`config.mk`:
```
export PLATFORM = sky130hd
export DESIGN_NAME = i2c_master_ctrl
export DESIGN_NICKNAME = d
export VERILOG_FILES = /design/src/rtl/i2c_master_ctrl.sv
export SDC_FILE = /design/constraint.sdc
export NUM_CORES = 1
export LEC_CHECK = 0
export ABC_AREA = 1
export CORE_ASPECT_RATIO = 1.5
export CORE_MARGIN = 2
export CORE_UTILIZATION = 56
export DETAILED_ROUTE_END_ITERATION = 7
export DONT_BUFFER_PORTS = 1
export GPL_TIMING_DRIVEN = 1
export HOLD_SLACK_MARGIN = 0.03
export PLACE_DENSITY = 0.74
export RECOVER_POWER = 100
export SLEW_MARGIN = 20
export SYNTH_ARGS = -nofsm -noshare
export SYNTH_HDL_FRONTEND = slang
export SYNTH_SLANG_ARGS = --single-unit
```
`constraint.sdc`:
```
create_clock -name clk27m -period 1.67 [get_ports clk27m]
set_input_delay 0.334 -clock clk27m [delete_from_list [all_inputs] [get_ports clk27m]]
set_output_delay 0.334 -clock clk27m [all_outputs]
set_load 0.05 [all_outputs]
```
`src/rtl/i2c_master_ctrl.sv`:
```
// Byte-level I2C master sequencer: executes START / WRITE / READ / STOP commands
// and drives SCL/SDA as open-drain pull-down enables with self-generated quarter-bit timing.
module i2c_master_ctrl #(
    parameter int CLK_DIV = 68
) (
    input  logic       clk27m,
    input  logic       rst,
    input  logic       cmd_valid,
    output logic       cmd_ready,
    input  logic [1:0] cmd,
    input  logic [7:0] wr_data,
    input  logic       rd_nack,
    output logic       rsp_valid,
    output logic [7:0] rd_data,
    output logic       ack_err,
    output logic       busy,
    output logic       scl_oe,
    output logic       sda_oe,
    input  logic       sda_i
);

    localparam int CNT_W = $clog2(CLK_DIV);

    localparam logic [1:0] S_IDLE  = 2'd0;
    localparam logic [1:0] S_START = 2'd1;
    localparam logic [1:0] S_BIT   = 2'd2;
    localparam logic [1:0] S_STOP  = 2'd3;

    localparam logic [1:0] CMD_START = 2'b00;
    localparam logic [1:0] CMD_WRITE = 2'b01;
    localparam logic [1:0] CMD_READ  = 2'b10;
    localparam logic [1:0] CMD_STOP  = 2'b11;

    logic [1:0]       state_q, state_d;
    logic [1:0]       phase_q, phase_d;
    logic [3:0]       bit_q, bit_d;
    logic [CNT_W-1:0] cnt_q, cnt_d;
    logic [1:0]       cmd_q, cmd_d;
    logic [7:0]       wr_data_q, wr_data_d;
    logic             rd_nack_q, rd_nack_d;
    logic [7:0]       shift_q, shift_d;
    logic             ack_bit_q, ack_bit_d;
    logic             busy_q, busy_d;
    logic             rsp_valid_q, rsp_valid_d;
    logic [7:0]       rd_data_q, rd_data_d;
    logic             ack_err_q, ack_err_d;
    logic             scl_oe_q, scl_oe_d;
    logic             sda_oe_q, sda_oe_d;

    logic       tick;
    logic [1:0] phase_nxt;
    logic [3:0] bit_nxt;
    logic [1:0] disp_state;

    // Line levels {scl_oe, sda_oe} for a given state/phase; d is the SDA drive of the current bit.
    function automatic logic [1:0] line_levels(input logic [1:0] st, input logic [1:0] ph,
                                               input logic d);
        logic [1:0] lv;
        lv = 2'b00;
        case (st)
            S_START: case (ph)
                2'd0:    lv = 2'b10;
                2'd1:    lv = 2'b00;
                2'd2:    lv = 2'b01;
                default: lv = 2'b11;
            endcase
            S_BIT:   lv = {(ph == 2'd0) || (ph == 2'd3), d};
            S_STOP:  case (ph)
                2'd0:    lv = 2'b11;
                2'd1:    lv = 2'b01;
                default: lv = 2'b00;
            endcase
            default: lv = 2'b00;
        endcase
        return lv;
    endfunction

    function automatic logic sda_drive(input logic [1:0] c, input logic [3:0] idx,
                                       input logic [7:0] data, input logic nack);
        if (idx == 4'd8) return (c == CMD_READ) ? ~nack : 1'b0;
        if (c == CMD_WRITE) return ~data[3'd7 - idx[2:0]];
        return 1'b0;
    endfunction

    assign tick      = (cnt_q == CNT_W'(CLK_DIV - 1));
    assign phase_nxt = phase_q + 2'd1;
    assign bit_nxt   = bit_q + 4'd1;

    always_comb begin
        case (cmd_q)
            CMD_START: disp_state = S_START;
            CMD_STOP:  disp_state = S_STOP;
            default:   disp_state = S_BIT;
        endcase
    end

    always_comb begin
        // NOTE: every next-state signal gets a default first so no path can infer a latch.
        state_d     = state_q;
        phase_d     = phase_q;
        bit_d       = bit_q;
        cnt_d       = cnt_q;
        cmd_d       = cmd_q;
        wr_data_d   = wr_data_q;
        rd_nack_d   = rd_nack_q;
        shift_d     = shift_q;
        ack_bit_d   = ack_bit_q;
        busy_d      = busy_q;
        rsp_valid_d = 1'b0;
        rd_data_d   = rd_data_q;
        ack_err_d   = ack_err_q;
        scl_oe_d    = scl_oe_q;
        sda_oe_d    = sda_oe_q;

        if (!busy_q) begin
            cnt_d = '0;
            if (cmd_valid) begin
                busy_d    = 1'b1;
                cmd_d     = cmd;
                wr_data_d = wr_data;
                rd_nack_d = rd_nack;
            end
        end else if (state_q == S_IDLE) begin
            // Dispatch cycle: phase 0 of the latched command begins on the next edge.
            state_d = disp_state;
            phase_d = 2'd0;
            bit_d   = 4'd0;
            cnt_d   = '0;
            {scl_oe_d, sda_oe_d} = line_levels(disp_state, 2'd0,
                                               sda_drive(cmd_q, 4'd0, wr_data_q, rd_nack_q));
        end else begin
            cnt_d = tick ? '0 : cnt_q + CNT_W'(1);
            if (tick) begin
                if (state_q == S_BIT && phase_q == 2'd2) begin
                    if (bit_q == 4'd8) ack_bit_d = sda_i;
                    else if (cmd_q == CMD_READ) shift_d = {shift_q[6:0], sda_i};
                end
                if (phase_q != 2'd3) begin
                    phase_d = phase_nxt;
                    {scl_oe_d, sda_oe_d} = line_levels(state_q, phase_nxt,
                                                       sda_drive(cmd_q, bit_q, wr_data_q, rd_nack_q));
                end else if (state_q == S_BIT && bit_q != 4'd8) begin
                    bit_d   = bit_nxt;
                    phase_d = 2'd0;
                    {scl_oe_d, sda_oe_d} = line_levels(S_BIT, 2'd0,
                                                       sda_drive(cmd_q, bit_nxt, wr_data_q, rd_nack_q));
                end else begin
                    // Completion: lines hold their last phase levels until the next command.
                    state_d     = S_IDLE;
                    busy_d      = 1'b0;
                    rsp_valid_d = 1'b1;
                    phase_d     = 2'd0;
                    bit_d       = 4'd0;
                    cnt_d       = '0;
                    if (cmd_q == CMD_READ)  rd_data_d = shift_q;
                    if (cmd_q == CMD_WRITE) ack_err_d = ack_bit_q;
                end
            end
        end
    end

    always_ff @(posedge clk27m) begin
        if (rst) begin
            state_q     <= S_IDLE;
            phase_q     <= 2'd0;
            bit_q       <= 4'd0;
            cnt_q       <= '0;
            cmd_q       <= CMD_START;
            wr_data_q   <= 8'h00;
            rd_nack_q   <= 1'b0;
            shift_q     <= 8'h00;
            ack_bit_q   <= 1'b0;
            busy_q      <= 1'b0;
            rsp_valid_q <= 1'b0;
            rd_data_q   <= 8'h00;
            ack_err_q   <= 1'b0;
            scl_oe_q    <= 1'b0;
            sda_oe_q    <= 1'b0;
        end else begin
            // NOTE: non-blocking assignments so every register updates from pre-edge values.
            state_q     <= state_d;
            phase_q     <= phase_d;
            bit_q       <= bit_d;
            cnt_q       <= cnt_d;
            cmd_q       <= cmd_d;
            wr_data_q   <= wr_data_d;
            rd_nack_q   <= rd_nack_d;
            shift_q     <= shift_d;
            ack_bit_q   <= ack_bit_d;
            busy_q      <= busy_d;
            rsp_valid_q <= rsp_valid_d;
            rd_data_q   <= rd_data_d;
            ack_err_q   <= ack_err_d;
            scl_oe_q    <= scl_oe_d;
            sda_oe_q    <= sda_oe_d;
        end
    end

    assign cmd_ready = ~busy_q;
    assign busy      = busy_q;
    assign rsp_valid = rsp_valid_q;
    assign rd_data   = rd_data_q;
    assign ack_err   = ack_err_q;
    assign scl_oe    = scl_oe_q;
    assign sda_oe    = sda_oe_q;

endmodule

```
==> summary.md, run 1 <==
| Metric | Value |
|---|---|
| Outcome | finished clean |
| Wire length of the first global-routing pass | 8328 um |
| Class of the tightest hold or removal check | input port to flop |
| Port Buffers | 0 |
| Max-Cap Viols | 0 |
| Final WS setup | 100.5 ps |
| Startpoint type of the worst setup path | flop |
| # DRC | 0 |
| Setup Slack @ Placement | 65.07 ps |
| Syn Nets | 342 |
| Family with the most delay on the worst path | simple AND/OR/NAND/NOR gates |
| Relative max-transition margin | 0.6109 |
| Number of top-level design ports | 29 |
| Sw Share | 0.3242 |
| Share of layout cells above drive strength 1 | 0.1845 |
| Sequential fraction of the synthesis area | 0.3981 |
| Number of instances in the synthesized netlist | 317 |
| Total Routed Length | 5117 um |
| Die footprint | 4862 um2 |
| Net switching power | 845.1 uW |
| Remaining Overflow, GRT | 0 |
| Stages on the worst setup path | 9 |
| Maximum clock skew at final layout | 4.364 ps |
| Power share of the sequential group | 0.494 |
| Maximum number of pins on one net before global-route repair | 17 |
| Relative contribution of combinational cells to total power | 0.232 |
| Last weighted congestion value of the routability-driven placer | 0.7609 |
| Final design area excluding fillers | 2715 um2 |
| Maximum clock frequency | 637.2 MHz |
| Number of standard-cell rows in the floorplan | 29 |
| Cell total after placement | 367 |
| R2R depth | 9 |
| Detailed-routing iteration count for the pre-antenna-repair pass | 4 |
| Growth of design area from synthesis to finish | 12.49% |
| Max-slew violation total from the final report | 0 |
| Number of buffers created by CTS | 5 |
| Crit-path slowest cell | sky130_fd_sc_hd__dfxtp_2 |
| Most common cell on crit path | sky130_fd_sc_hd__nand3_4 |
| Clock tree from TritonCTS | yes |
| Worst skew pair latency | 300 ps |
| Final Critical Period | 1569 ps |
| Transition time at the pin with the least slew margin | 586.2 ps |
| Number of nets in the finished design | 360 |
| Portion of synthesized cell area occupied by the leading cell type | 0.3981 |
| Maximum VDD drop | 739.5 uV |
| DR vias | 2018 |
| Power density of the placed cells | 960.1 nW/um2 |
| Vias/cell | 5.283 |
| Number of hold-slack violations in the final timing report | 0 |
| Number of clock sinks | 48 |
| WP data arrival | 1790 ps |
| Flops & latches, synth | 48 |
| Die Span Y | 84.41 um |
| Ranking of synthesized cells by instance count | sky130_fd_sc_hd__nand2_1 (58), sky130_fd_sc_hd__dfxtp_1 (48), sky130_fd_sc_hd__inv_1 (38) |
| Cell with the most instances after synthesis | sky130_fd_sc_hd__nand2_1 |
| Share of power burned in the clock network | 0.274 |
| Primary FF master, synth | sky130_fd_sc_hd__dfxtp_1 |
| Async SR Flop Fraction | 0 |
| Number of flops mapped to enable cells by yosys | 0 |
| Cell Count, Final, Fillers Out | 382 |
| Initial Utilization | 0.5784 |
| Final standard cell utilization of the core | 0.6507 |
| Synth Warn # | 0 |
| Final count of negative-setup-slack endpoints | 0 |
| Unique cell type count in the Yosys netlist | 41 |
| CTS Buffer Depth | 2 |
| Worst Setup Path Type | flop to flop |
| Area of the mapped netlist | 2414 um2 |
| Internal power contribution | 1.762 mW |
| Share of the clock period used by the worst path after layout | 0.9398 |
| Number of instances on the worst hold path | 1 |
| Detailed Route Iter0 Violations | 56 |
| Synthesized area divided by synthesized cell count | 7.614 um2 |
| Diode insertion count for antenna repair | 0 |
| Clock root buffer master | sky130_fd_sc_hd__clkbuf_8 |
| Sum of buffers and inverters on the critical path | 2 |
| Number of antenna violations at the first check in global routing | 0 |
| Critical Path Max Stage Delay | 340 ps |
| Placed standard-cell area | 2527 um2 |
| Clock slew at the register clock pins of the worst setup and hold paths | 90 ps |
| Cells taking the most area after synthesis | sky130_fd_sc_hd__dfxtp_1 (40%), sky130_fd_sc_hd__nand2_1 (9.0%), sky130_fd_sc_hd__inv_1 (5.9%), sky130_fd_sc_hd__nor2_1 (5.3%), sky130_fd_sc_hd__ha_1 (5.2%) |
| Largest fanout of any net on the critical path | 8 |
| Leakage Power | 1.108 nW |
| Worst-path cell chain | inv_4 > ha_4 > nand3_4 > nand2_4 > nand3_4 > nor3_4 > buf_12 > nor2_1 > a211oi_1 |
| Final HPWL DP | 3765 um |
| Post-Route Hold Slack | 93.30 ps |
| Core outline area | 4173 um2 |
| Capturing element type of the critical path | flop |
| Detailed-route wire length per cell | 13.40 um |
| Required time at the endpoint of the critical path | 1890 ps |
| All-layer global routing usage | 0.2160 |
| Deepest level of the CTS H-tree | 2 |
| Vias in the first global route | 1959 |
| ANT nets after route | 0 |
| Horizontal die dimension | 57.61 um |
| Cell type with the highest aggregate area in the netlist | sky130_fd_sc_hd__dfxtp_1 |
==> path summary, 6_finish.rpt <==
| check | from | to | slack (ps) |
|---|---|---|---|
| max | bit_q[1] | rd_data[0] | 100 |
| min | rst | phase_q[1] | 90 |
| max reg2reg | bit_q[1] | rd_data[0] | 100 |
| min reg2reg | ack_bit_q | ack_bit_q | 460 |
==> power groups by stage <==
stage	Sequential [mW]	Combinational, mW	Clock [mW]
2_1_floorplan	1.31	0.419	0
3_3_place_gp	1.31	0.553	0
3_5_place_dp	1.31	0.562	0
4_1_cts	1.28	0.564	0.723
5_1_grt	1.30	0.678	0.763
6_report	1.29	0.604	0.714
==> what timing repair did <==
item / 4_1_cts / 5_1_grt
gates resized for setup: 0 / 10
buffers inserted: 0 / 6
hold buffers: 0 / 0
endpoints found under the setup margin: 0 / 16
==> sequential cells by signal, summed over array words and instances, names as in the netlist <==
name,cells
rd_data,8
shift_q,8
wr_data_q,8
cnt_q,7
bit_q,4
cmd_q,2
phase_q,2
state_q,2
ack_bit_q,1
ack_err,1
busy,1
rd_nack_q,1
rsp_valid,1
scl_oe,1
sda_oe,1
==> routing by layer <==
layer	GRT usage	part of all wire
met1	0.2316	0.41
met2	0.4039	0.54
met3	0.04160	0.027
met4	0.07822	0.020
met5	0	0
==> through the flow <==
| step | power (mW) | TNS (ps) |
|---|---|---|
| after floorplan | 1.730 | 0 |
| after global placement | 1.859 | 0 |
| after detailed placement | 1.869 | 0 |
| after CTS | 2.568 | 0 |
| after global routing | 2.740 | -76.46 |
| final | 2.607 | 0 |
==> cell type report <==
cell class	instances	area (um2)
clock buffer	6	82.58
timing repair buffer	19	162.7
multi-input combinational	216	1266
clock inverter	2	10.01
fill	348	1458
tap	46	57.56
inverter	45	173.9
sequential	48	962.2
==> logic make-up (layout without fill, tap and decap cells) <==
| group | Yosys count | after routing | synth area share |
|---|---|---|---|
| AOI/OAI and AO/OA | 66 | 66 | 0.1680 |
| xor gates and xnor gates | 2 | 2 | 0.007259 |
| adders and majority gates | 10 | 10 | 0.05184 |
| buffers and inverters | 53 | 72 | 0.08968 |
| DFF | 48 | 48 | 0.3981 |
| and+or+nand+nor | 138 | 138 | 0.2851 |
==> cell usage in the layout, fill, tap and decap left out, types with 4 or more instances in the layout <==
| master | instances |
|---|---|
| sky130_fd_sc_hd__a21oi_1 | 21 |
| sky130_fd_sc_hd__inv_1 | 38 |
| sky130_fd_sc_hd__a21oi_2 | 4 |
| sky130_fd_sc_hd__inv_2 | 4 |
| sky130_fd_sc_hd__nand3_1 | 20 |
| sky130_fd_sc_hd__o21ai_0 | 23 |
| sky130_fd_sc_hd__nand2_1 | 58 |
| sky130_fd_sc_hd__o21ai_2 | 4 |
| sky130_fd_sc_hd__ha_1 | 8 |
| sky130_fd_sc_hd__buf_4 | 14 |
| sky130_fd_sc_hd__nor2_1 | 34 |
| sky130_fd_sc_hd__dfxtp_1 | 47 |
| sky130_fd_sc_hd__nor2_2 | 5 |
| sky130_fd_sc_hd__clkbuf_8 | 6 |
| sky130_fd_sc_hd__a211oi_1 | 7 |
Power figures use the tool's default switching activity.
==> run 2, diff against run 1 <==
ABC_AREA = unset   (was 1)
SETUP_SLACK_MARGIN = 0.4   (was unset)
==> run 2 against run 1 <==
Compared with the run above:
- the flow now finishes with violations (setup timing)
- register-to-register slack lost 530 ps
- sequential share of layout area shrank 3.6 points
- synthesized cell count shrank 18%
- power shrank 1.5%
- first-iteration DRC count grew 14%
- sequential power shrank 5%
==> summary.md, run 2 <==
| Metric | Value |
|---|---|
| Sequential fraction of the synthesis area | 0.4122 (+0.01410) |
| Deepest level of the CTS H-tree | 2 (unchanged) |
| All-layer global routing usage | 0.2494 (+0.03344) |
| Detailed Route Iter0 Violations | 64 (+14%) |
| Number of antenna violations at the first check in global routing | 0 (unchanged) |
| Power density of the placed cells | 828.8 nW/um2 (-14%) |
| Cells taking the most area after synthesis | sky130_fd_sc_hd__dfxtp_1 (41%), sky130_fd_sc_hd__mux2i_1 (9.0%), sky130_fd_sc_hd__nor2_1 (6.3%), sky130_fd_sc_hd__ha_1 (5.4%), sky130_fd_sc_hd__nand2_1 (5.2%) |
| Synthesized area divided by synthesized cell count | 8.965 um2 (+18%) |
| WP data arrival | 2310 ps (+520 ps) |
| Flops & latches, synth | 48 (unchanged) |
| Detailed-route wire length per cell | 17.36 um (+30%) |
| Portion of synthesized cell area occupied by the leading cell type | 0.4122 (+0.01410) |
| Ranking of synthesized cells by instance count | sky130_fd_sc_hd__dfxtp_1 (48), sky130_fd_sc_hd__nor2_1 (39), sky130_fd_sc_hd__nand2_1 (32) |
| Number of hold-slack violations in the final timing report | 0 (unchanged) |
| Required time at the endpoint of the critical path | 1880 ps (about the same) |
| Number of top-level design ports | 29 (unchanged) |
| Most common cell on crit path | sky130_fd_sc_hd__a221oi_1 |
| Commonest non-fill, non-tap cell in the layout | sky130_fd_sc_hd__nor2_1 |
| ANT nets after route | 0 (unchanged) |
| Largest fanout of any net on the critical path | 2 (-6) |
| Leakage Power | 1.174 nW (+5.9%) |
| Power consumption | 2.567 mW (-1.5%) |
| Cell with the most instances after synthesis | sky130_fd_sc_hd__dfxtp_1 |
| Transition time at the pin with the least slew margin | 507.4 ps (-78.78 ps) |
| Reg2reg start | bit_q[1] |
| Die footprint | 4705 um2 (-3.2%) |
| Internal power contribution | 1.931 mW (+9.6%) |
| Critical Path Max Stage Delay | 470 ps (+130 ps) |
| Async SR Flop Fraction | 0 (unchanged) |
| Final count of negative-setup-slack endpoints | 31 (+31) |
| Core outline area | 3959 um2 (-5.1%) |
| Vias in the first global route | 2109 (+7.7%) |
| Cell type with the highest aggregate area in the netlist | sky130_fd_sc_hd__dfxtp_1 |
| Area of the multi-input gates | 1405 um2 (+11%) |
| Area of the mapped netlist | 2331 um2 (-3.4%) |
| Maximum VDD drop | 912.7 uV (+23%) |
| Vias/cell | 5.974 (+13%) |
| Share of layout cells above drive strength 1 | 0.4000 (+0.2155) |
| Clock slew at the register clock pins of the worst setup and hold paths | 100 ps (about the same) |
| Capturing element type of the critical path | flop |
| Growth of design area from synthesis to finish | 32.85% |
| Initial Utilization | 0.5888 (+0.01040) |
| Crit path to | sda_oe |
| Violations in the final reports | setup timing |
| CTS Buffer Depth | 2 (unchanged) |
| Number of buffers created by CTS | 5 (unchanged) |
| Primary FF master, synth | sky130_fd_sc_hd__dfxtp_1 |
| Outcome | complete, but fails checks |
| Number of clock sinks | 48 (unchanged) |
| Final Critical Period | 2101 ps (+531.8 ps) |
| Reg2reg end | sda_oe |
| Worst skew pair latency | 310 ps (about the same) |
| Clock tree from TritonCTS | yes |
| Horizontal die dimension | 56.68 um (-1.6%) |
| Maximum clock frequency | 475.9 MHz (-25%) |
| Timing startpoint of the critical path | bit_q[1] |
| Sw Share | 0.2478 (-0.07638) |
| Class of the tightest hold or removal check | input port to flop |
| Commonest non-fill, non-tap cells in the layout | sky130_fd_sc_hd__nor2_1 (37), sky130_fd_sc_hd__buf_4 (35), sky130_fd_sc_hd__dfxtp_1 (31) |
| Final design area excluding fillers | 3097 um2 (+14%) |
| Total Routed Length | 6076 um (+19%) |
| DR vias | 2091 (+3.6%) |
| Worst-path cell chain | inv_2 > ha_4 > mux4_2 > mux2_2 > nor4_2 > a221oi_1 > a221oi_1 |
| Fill cell total of the finished layout | 259 (-26%) |
| Share of the clock period used by the worst path after layout | 1.258 (+0.3184) |
| Synth Warn # | 0 (unchanged) |
| Relative max-transition margin | 0.6605 (+0.04959) |
| Number of standard-cell rows in the floorplan | 28 (-3.4%) |
| Worst Setup Path Type | flop to flop |
| Number of flops mapped to enable cells by yosys | 0 (unchanged) |
| R2R depth | 7 (-2) |
| Share of power burned in the clock network | 0.400 (+0.126) |
| Number of nets in the finished design | 329 (-8.6%) |
| Port Buffers | 0 (unchanged) |
| Relative contribution of combinational cells to total power | 0.125 (-0.107) |
| Register Area | 984.7 um2 (+2.3%) |
| Worst setup slack for register-to-register paths | -430 ps (-530 ps) |
| Max-slew violation total from the final report | 0 (unchanged) |
| Crit-path slowest cell | sky130_fd_sc_hd__mux4_2 |
| Unique cell type count in the Yosys netlist | 44 (+7.3%) |
| # DRC | 0 (unchanged) |
| Maximum number of pins on one net before global-route repair | 43 (+26) |
| Wire length of the first global-routing pass | 9273 um (+11%) |
| Setup repair after global routing missed its margin | yes |
| Net switching power | 636.2 uW (-25%) |
| Placed standard-cell area | 2650 um2 (+4.9%) |
| Remaining Overflow, GRT | 0 (unchanged) |
| Power share of the sequential group | 0.475 (-0.019) |
| Syn Nets | 285 (-17%) |
| Die Span Y | 83.02 um (-1.6%) |
| Startpoint type of the worst setup path | flop |
| Detailed-routing iteration count for the pre-antenna-repair pass | 4 (unchanged) |
| Final standard cell utilization of the core | 0.7822 (+0.1316) |
| Hold Buf Count CTS | 0 (unchanged) |
| Max-Cap Viols | 0 (unchanged) |
| Final HPWL DP | 3465 um (-8.0%) |
| Post-Route Hold Slack | 77.31 ps (-15.99 ps) |
| Number of instances in the synthesized netlist | 260 (-18%) |
| Clock root buffer master | sky130_fd_sc_hd__clkbuf_8 |
| Maximum clock skew at final layout | 7.804 ps (+3.440 ps) |
| Diode insertion count for antenna repair | 0 (unchanged) |
| Final WS setup | -431.2 ps (-531.8 ps) |
| Last weighted congestion value of the routability-driven placer | 0.8598 (+13%) |
| Accumulated negative setup slack | -6897 ps (-6897 ps) |
run 2: critical path, delay by kind of cell (launching register included):
kind	cells	cell delay [ps]
compound gates	2	410
fa+ha+maj	1	270
buf+inv	1	50
flops	1	350
mux	2	750
simple gates	1	170
run 2: kinds of logic (layout without fill, tap and decap cells):
kind of cell    count (synthesis)  in the layout  synth area share
simple gates                  104            105            0.2083
flops                          48             48            0.4122
compound gates                 39             39            0.1020
buf+inv                        26             70           0.06924
mux                            25             25            0.1240
fa+ha+maj                      11             11           0.05797
xor+xnor                        7              7           0.02630
run 2: how the worst min path moves through the flow:
stage | start | endpoint | depth (start not counted)
floorplan | cnt_q[0] | cnt_q[0] | 1
global placement | rst | busy | 1
detailed placement | rst | busy | 1
CTS | rst | busy | 1
global route | rst | busy | 1
finish | rst | scl_oe | 1
run 2: layer usage:
metal	part of all wire	global-route usage	vias up	routed length (um)
met1	0.39	0.2796	1011	2361
met5	0	0	-	0
met2	0.52	0.4281	76	3137
met4	0.042	0.1429	0	257
li1	-	-	980	-
met3	0.053	0.04829	24	319
run 2: power by group through the flow:
stage | logic [mW] | clock network, mW | registers, mW
after floorplan | 0.191 | 0 | 1.24
after global placement | 0.238 | 0 | 1.25
after detailed placement | 0.239 | 0 | 1.25
after CTS | 0.287 | 1.03 | 1.22
after global routing | 0.349 | 1.06 | 1.22
final | 0.321 | 1.03 | 1.22
run 2: final cells by class:
class / instances / area share
Multi-Input combinational cell: 187 / 0.4537
Timing Repair Buffer: 51 / 0.1511
Inverter: 11 / 0.01455
Sequential cell: 48 / 0.3180
Clock inverter: 3 / 0.02222
Clock buffer: 5 / 0.02222
Tap cell: 45 / 0.01818
run 2: per-stage QoR:
step                      instances  setup WS [ps]
after detailed placement        329         -346.4
final                           350         -431.2
after global routing            350         -513.5
after CTS                       346         -381.6
after global placement          329         -298.9
after floorplan                 260         -399.8
run 2: repair_timing:
action	4_1_cts	5_1_grt
gates resized for setup	49	16
pin swaps	16	7
setup buffers	9	3
setup endpoints to repair	51	51
gates cloned	0	1
